## src/rtl/snk_food.sv

```systemverilog
// Food placement and score keeper: picks a free cell via LFSR + linear probe, detects eats on step, counts score.
// Outputs registered; food valid 2 + collisions edges after reset/eat; no backpressure, steps outside WAIT are dropped.
module snk_food #(
    parameter logic [7:0] SEED = 8'hA5
) (
    input  logic         CLK,
    input  logic         rst_n,
    input  logic [111:0] snk_bits,
    input  logic         step,
    input  logic         dead,
    output logic [5:0]   food,
    output logic         food_valid,
    output logic [3:0]   score,
    output logic         eaten,
    output logic         win
);

    typedef enum logic [1:0] {
        S_PLACE = 2'd0,
        S_CHECK = 2'd1,
        S_WAIT  = 2'd2,
        S_HALT  = 2'd3
    } state_t;

    state_t      state_q, state_d;
    logic [7:0]  lfsr_q, lfsr_d;
    logic [5:0]  cand_q, cand_d;
    logic [5:0]  food_q, food_d;
    logic        food_valid_q, food_valid_d;
    logic [3:0]  score_q, score_d;
    logic        eaten_q, eaten_d;
    logic        win_q, win_d;

    logic        cand_occ;
    logic        head_hit;
    logic [3:0]  score_inc;
    logic        lfsr_fb;

    // Candidate is occupied if any live segment sits on it.
    always_comb begin
        cand_occ = 1'b0;
        for (int i = 0; i < 16; i++) begin
            if (snk_bits[7*i+6] && (snk_bits[7*i +: 6] == cand_q)) begin
                cand_occ = 1'b1;
            end
        end
    end

    assign head_hit  = snk_bits[6] && (snk_bits[5:0] == food_q);
    assign score_inc = score_q + 4'd1;
    assign lfsr_fb   = lfsr_q[7] ^ lfsr_q[5] ^ lfsr_q[4] ^ lfsr_q[3];

    always_comb begin
        state_d      = state_q;
        lfsr_d       = lfsr_q;
        cand_d       = cand_q;
        food_d       = food_q;
        food_valid_d = food_valid_q;
        score_d      = score_q;
        eaten_d      = 1'b0;
        win_d        = win_q;

        if (state_q != S_HALT) begin
            lfsr_d = {lfsr_q[6:0], lfsr_fb};
        end

        // Dead outranks everything, including an eat in the same cycle.
        if (dead) begin
            state_d = S_HALT;
        end else begin
            case (state_q)
                S_PLACE: begin
                    cand_d       = lfsr_q[5:0];
                    food_valid_d = 1'b0;
                    state_d      = S_CHECK;
                end
                S_CHECK: begin
                    if (cand_occ) begin
                        cand_d = cand_q + 6'd1;
                    end else begin
                        food_d       = cand_q;
                        food_valid_d = 1'b1;
                        state_d      = S_WAIT;
                    end
                end
                S_WAIT: begin
                    if (step && head_hit) begin
                        eaten_d      = 1'b1;
                        score_d      = score_inc;
                        food_valid_d = 1'b0;
                        if (score_inc == 4'd15) begin
                            win_d   = 1'b1;
                            state_d = S_HALT;
                        end else begin
                            state_d = S_PLACE;
                        end
                    end
                end
                default: begin
                    state_d = S_HALT;
                end
            endcase
        end
    end

    always_ff @(posedge CLK or negedge rst_n) begin
        if (!rst_n) begin
            state_q      <= S_PLACE;
            lfsr_q       <= SEED;
            cand_q       <= 6'd0;
            food_q       <= 6'd0;
            food_valid_q <= 1'b0;
            score_q      <= 4'd0;
            eaten_q      <= 1'b0;
            win_q        <= 1'b0;
        end else begin
            state_q      <= state_d;
            lfsr_q       <= lfsr_d;
            cand_q       <= cand_d;
            food_q       <= food_d;
            food_valid_q <= food_valid_d;
            score_q      <= score_d;
            eaten_q      <= eaten_d;
            win_q        <= win_d;
        end
    end

    assign food       = food_q;
    assign food_valid = food_valid_q;
    assign score      = score_q;
    assign eaten      = eaten_q;
    assign win        = win_q;

endmodule

```

## config.mk

```make
export PLATFORM = sky130hd
export DESIGN_NAME = snk_food
export DESIGN_NICKNAME = d
export VERILOG_FILES = /design/src/rtl/snk_food.sv
export SDC_FILE = /design/constraint.sdc
export NUM_CORES = 1
export LEC_CHECK = 0
export CELL_PAD_IN_SITES_DETAIL_PLACEMENT = 1
export CELL_PAD_IN_SITES_GLOBAL_PLACEMENT = 1
export CORE_ASPECT_RATIO = 1.2
export CORE_UTILIZATION = 45
export DETAILED_ROUTE_END_ITERATION = 7
export DONT_BUFFER_PORTS = 1
export GPL_ROUTABILITY_DRIVEN = 0
export HOLD_SLACK_MARGIN = 0.08
export PLACE_DENSITY_LB_ADDON = 0.08
export RECOVER_POWER = 100
export SLEW_MARGIN = 20
export SYNTH_ARGS = -nofsm -noshare
export SYNTH_HDL_FRONTEND = slang
export SYNTH_SLANG_ARGS = --single-unit
```

## constraint.sdc

```tcl
create_clock -name CLK -period 4.6 [get_ports CLK]
set_input_delay 0.92 -clock CLK [delete_from_list [all_inputs] [get_ports CLK]]
set_output_delay 0.92 -clock CLK [all_outputs]
set_load 0.05 [all_outputs]
```

==> results of run 1 <==
==> worst max-delay path by stage <==
stage | depth (start not counted) | slack (ns) | endpoint
global placement | 7 | 1.38 | food[3]
detailed placement | 7 | 1.35 | food[3]
global route | 7 | 0.73 | food[4]
finish | 7 | 1.11 | food[4]
floorplan | 7 | 2.18 | food[0]
CTS | 7 | 1.33 | food[3]
==> placed cells by master (no fill, tap or decap), types with 2 or more instances in the layout <==
master | netlist | routed
nand4_1 | 22 | 22
nor4_1 | 20 | 20
o21ai_0 | 6 | 7
mux2_2 | 13 | 12
nor2b_1 | 2 | 2
nor2_1 | 4 | 4
xnor2_1 | 59 | 59
buf_4 | 8 | 4
nor3_1 | 2 | 3
a21o_1 | 2 | 2
nand2b_1 | 4 | 4
o22ai_1 | 4 | 4
nand2_1 | 11 | 11
mux2i_1 | 2 | 2
inv_1 | 3 | 3
nand3_1 | 3 | 3
dfrtp_1 | 25 | 25
xor2_1 | 50 | 50
clkbuf_8 | 0 | 7
a21oi_1 | 8 | 8
ha_1 | 3 | 3
dfstp_2 | 4 | 4
==> power by group through the flow <==
stage          combinational [W]  sequential (W)  clock (W)
3_5_place_dp           0.0000679        0.000290          0
5_1_grt                0.0000745        0.000286   0.000246
2_1_floorplan          0.0000628        0.000284          0
6_report               0.0000668        0.000285   0.000225
4_1_cts                0.0000685        0.000285   0.000236
3_3_place_gp           0.0000662        0.000290          0
==> layout make-up <==
| cell class | count | area, sq um |
|---|---|---|
| Fill cell | 655 | 2940 |
| Multi-Input combinational cell | 226 | 1740 |
| Sequential cell | 29 | 731 |
| Clock buffer | 7 | 96.3 |
| Tap cell | 64 | 80.1 |
| Timing Repair Buffer | 4 | 30.0 |
| Inverter | 3 | 11.3 |
| Clock inverter | 1 | 5.00 |
==> metrics by stage <==
stage | instances | utilization | hold slack [ns]
after CTS | 334 | 0.481 | 0.325
after global placement | 326 | 0.463 | 0.491
after detailed placement | 326 | 0.463 | 0.499
after global routing | 334 | 0.478 | 0.319
final | 334 | 0.478 | 0.337
after floorplan | 277 | - | 0.475
==> cell usage after synthesis, drive strengths merged (3+ instances only) <==
master / instances / area (sq um)
nor4: 20 / 125
nand4: 22 / 138
xor2: 50 / 438
nor2: 4 / 15.0
inv: 3 / 11.3
nand2: 11 / 41.3
o21ai: 7 / 35.0
dfrtp: 25 / 626
nor3: 3 / 26.3
ha: 3 / 37.5
clkbuf: 3 / 11.3
mux2: 13 / 146
xnor2: 59 / 517
buf: 16 / 119
o22ai: 4 / 25.0
nand3: 3 / 15.0
a21oi: 8 / 40.0
nand2b: 4 / 25.0
dfstp: 4 / 105
==> metal layers <==
metal,wire (um),up-vias,GRT usage
li1,-,946,-
met1,2600,962,0.250
met2,3420,73,0.368
met3,362,2,0.0400
met4,25,0,0.0374
met5,0,-,0
==> critical path, stage by stage (launching register included) <==
cell	delay, ns
dfrtp_1	1.03
xnor2_1	0.15
nand4_1	0.13
nor4_1	0.05
nor4_1	0.35
nand4_1	0.46
nor3_1	0.78
mux2_2	0.41
==> kinds of logic (layout without fill, tap and decap cells) <==
group	Yosys count	after routing	synth area share
xor+xnor	109	109	0.364
fa+ha+maj	3	3	0.0143
mux	15	15	0.0634
compound gates	25	25	0.0572
flops	29	29	0.278
simple gates	74	74	0.169
buf+inv	22	15	0.0539
==> flip-flops by register name, indices dropped and copies added, names as in the netlist <==
name and count:
eaten 1, score 4, lfsr_q 8, state_q 2, food_valid 1, food 6
cand_q 6, win 1
==> results.yml, run 1 <==
synthesis:
  seq_area_frac_synth: 0.278
  synth_edf_count: 0
  yosys_most_used_dff: "dfrtp_1"
  postSynthCellCount: 277
  synth_nets: 396
  yosysUniqueCellTypes: 35
  synth.avg_cell_area_sq_um: 9.48
  asyncSetResetFlopFracSynth: 1.00
  yosys_warnings: 0
  synth-seq-cells: 29
  syn_area_sq_um: 2630
cts:
  postCtsSetupBuffers: 0
  clk_pin_slew_ns: 0.07
  clkLatencyLatePin_ns: 0.27
  cts_buffers: 5
  cts_root_buffer: "clkbuf_8"
  ctsLongestPathBuffers: 2
  cts_tree: "done"
  ctsHoldBuffers: 0
  post_cts_resized: 0
  htree_levels: 2
  cts_num_sinks: 29
pwr:
  p_per_area_nw_per_um2: 215
  ir_drop_uv: 246
  p_sw_frac: 0.236
  p_sw_w: 0.000136
  p_clk_frac: 0.390
  combPwrFrac: 0.116
  total_power_w: 0.000577
  leakage_nw: 1.13
  internal_power_w: 0.000441
  seqPwrFrac: 0.494
grt:
  grt_first_pass_wirelength_um: 9700
  antenna_found_initial: 0
  grt_overflow: 0
  grt_pass1_vias: 1904
  grt_start_max_net_pins: 30
  grt.total_usage: 0.203
floorplan:
  io_pins: 129
  core_area_sq_um: 5630
  die-area_sq_um: 6140
  die_y_um: 85.7
  start_util: 0.466
  std_cell_rows: 30
  die_w_um: 71.7
drt:
  drcViolationCount: 0
  wl_um: 6410
  firstDrtPassIters: 4
  vias: 1983
  drtIter0Drc: 60
  routed_via_density: 5.94
  wl_per_cell_um: 19.2
  ant_nets: 0
cells_and_area:
  area_delta_synth_final_pct: 2.43
  n_antenna_cell: 0
  nets: 388
  drive_gt1_frac: 0.111
  design_area_sq_um: 2690
worst_setup_path:
  setup.worst_path.start_class: "flip-flop"
  cp-startpoint: "cand_q[2]"
  crit_fanout: 23
  r2r-start: "cand_q[2]"
  rr_worst_depth: 7
  timing.rr.end: "food[4]"
  worstPathRequired_ns: 4.75
  worstSetupEndpointType: "flip-flop"
  rrSetupSlack_ns: 1.11
  crit_type: "flip-flop to flip-flop"
  cp.arrival_ns: 3.64
sta:
  hold_viol: 0
  setup_viol: 0
  setup_ws_ns: 1.11
  fmax_mhz: 287
  post-route-period-util: 0.758
  slew_headroom: 0.196
  finalSetupTns_ns: 0
  worst_slew_pin_slew_ns: 1.19
  grt_setup_unrepaired: "false"
  slew_viol_final: 0
  fin_skew_ns: 0.00737
  min_period_ns: 3.49
status:
  status: "completed"
placement:
  dp_hpwl_um: 5030
  place_ws_ns: 1.35
  placedInstanceArea_sq_um: 2610
  io_buffers: 0
flow_run:
  drv_cap: 0
hold_path:
  hold_class: "input port to async pin"
(Power assumes the default switching activity.)
==> run 2, diff against run 1 <==
- clock period: 4.6 -> 3.3 ns (I/O delays scaled with it)
==> run 2 against run 1 <==
Effect of this change:
- routed wire length grew 3.7%
- critical path depth did not move
- register-to-register slack got worse by 0.50 ns
- global-route usage rose by 1.3 points
- setup slack got worse by 0.50 ns
- design area grew 2.6%
- combinational power is 60% higher
- die area stayed put
- fmax is 30% higher
- clock power rose by 33%
- largest power group unchanged
- highest routed layer unchanged
==> results.yml, run 2 (synthesized netlist as in run 1, its figures left out) <==
floorplan:
  die_w_um: 71.7
  start_util: 0.466
  die_y_um: 85.7
  io_pins: 129
  die-area_sq_um: 6140
  core_area_sq_um: 5630
  std_cell_rows: 30
cells_and_area:
  layout_commonest_cell: "xnor2_1"
  top_register: "lfsr_q"
  design_area_sq_um: 2760
  area_delta_synth_final_pct: 5.05
  largest_reg_flops: 8
  n_antenna_cell: 0
  final_cell_mix: "xnor2_1, xor2_1, dfrtp_1"
  nets: 400
  drive_gt1_frac: 0.135
worst_setup_path:
  cpMostUsedCell: "nor4_1"
  rr_worst_depth: 7
  cp_cell_sequence: "buf_4 > xor2_1 > nor4_1 > nor4_1 > nand4_1 > nor3_2 > mux2_2"
  slowest_stage: "dfrtp_1"
  critPathTopFamily: "simple AND/OR/NAND/NOR gates"
  setup.worst_path.start_class: "flip-flop"
  r2r-start: "cand_q[5]"
  worstSetupEndpointType: "flip-flop"
  timing.rr.end: "food[2]"
  crit_type: "flip-flop to flip-flop"
  cp_num_buf_inv: 1
  cp.arrival_ns: 2.85
  worstPathRequired_ns: 3.47
  rrSetupSlack_ns: 0.62
  cpPeakStageDelay_ns: 0.74
  crit_fanout: 13
grt:
  grt.total_usage: 0.216
  antenna_found_initial: 0
  grt_pass1_vias: 2076
  grt_first_pass_wirelength_um: 10200
  grt_overflow: 0
  grt_start_max_net_pins: 26
sta:
  setup_ws_ns: 0.618
  setup_viol: 0
  hold_slack_ns: 0.225
  slew_viol_final: 0
  worst_slew_pin_slew_ns: 1.38
  min_period_ns: 2.68
  grt_setup_unrepaired: "false"
  fmax_mhz: 373
  fin_skew_ns: 0.00892
  finalSetupTns_ns: 0
  slew_headroom: 0.0790
  post-route-period-util: 0.813
  hold_viol: 0
cts:
  clkLatencyLatePin_ns: 0.28
  cts_tree: "done"
  cts_buffers: 5
  cts_num_sinks: 29
  post_cts_resized: 0
  ctsLongestPathBuffers: 2
  clk_pin_slew_ns: 0.07
  htree_levels: 2
  cts_root_buffer: "clkbuf_8"
pwr:
  leakage_nw: 1.17
  p_per_area_nw_per_um2: 290
  total_power_w: 0.000800
  ir_drop_uv: 324
drt:
  drcViolationCount: 0
  routed_via_density: 5.92
  drtIter0Drc: 23
  ant_nets: 0
  wl_per_cell_um: 19.2
  firstDrtPassIters: 4
  wl_um: 6650
  vias: 2048
placement:
  place_ws_ns: 0.640
  dp_hpwl_um: 5260
  placedInstanceArea_sq_um: 2690
  io_buffers: 0
status:
  status: "completed"
hold_path:
  hold_class: "input port to async pin"
flow_run:
  drv_cap: 0
-- run 2: metrics by stage --
step / instances / utilization
3_3_place_gp: 337 / 0.477
4_1_cts: 346 / 0.497
3_5_place_dp: 337 / 0.477
2_1_floorplan: 277 / -
5_1_grt: 346 / 0.490
6_report: 346 / 0.490
-- run 2: worst register-to-register path: stages, from the launching register on --
cell and delay [ns]:
dfrtp_1 0.74, buf_4 0.27, xor2_1 0.16, nor4_1 0.08, nor4_1 0.25, nand4_1 0.21
nor3_2 0.46, mux2_2 0.39
-- run 2: report_power, final --
part | internal, W | leakage, nW | switching [W]
logic | 0.0000588 | 0.757 | 0.0000485
clock network | 0.000170 | 0.0455 | 0.000130
registers | 0.000370 | 0.368 | 0.0000227
total | 0.000598 | 1.17 | 0.000202
-- run 2: layout make-up --
cell class              instances  area, sq um
clock buffers                   8         90.1
fillers                       659         2870
inverters                       3         11.3
multi-input cells             226         1740
flip-flops and latches         29          731
well taps                      64         80.1
repair buffers                 16          105
-- run 2: layer usage --
layer	part of all wire	global-route usage
met2	0.53	0.399
met3	0.070	0.0470
met5	0	0
met4	0.011	0.0660
met1	0.39	0.245
-- run 2: timing repair --
action                                  4_1_cts  5_1_grt
hold buffers                                  1        0
hold endpoints to repair                     25        0
buffers inserted                              0        0
endpoints found under the setup margin        0        0
-- run 2: worst max-delay path by stage --
| stage | from | endpoint | cells past startpoint |
|---|---|---|---|
| final | cand_q[5] | food[2] | 7 |
| after global routing | cand_q[5] | cand_q[4] | 10 |
| after CTS | cand_q[5] | food[2] | 7 |
| after detailed placement | cand_q[5] | food[4] | 7 |
| after global placement | cand_q[5] | food[1] | 7 |
| after floorplan | snk_bits[57] | food[0] | 7 |
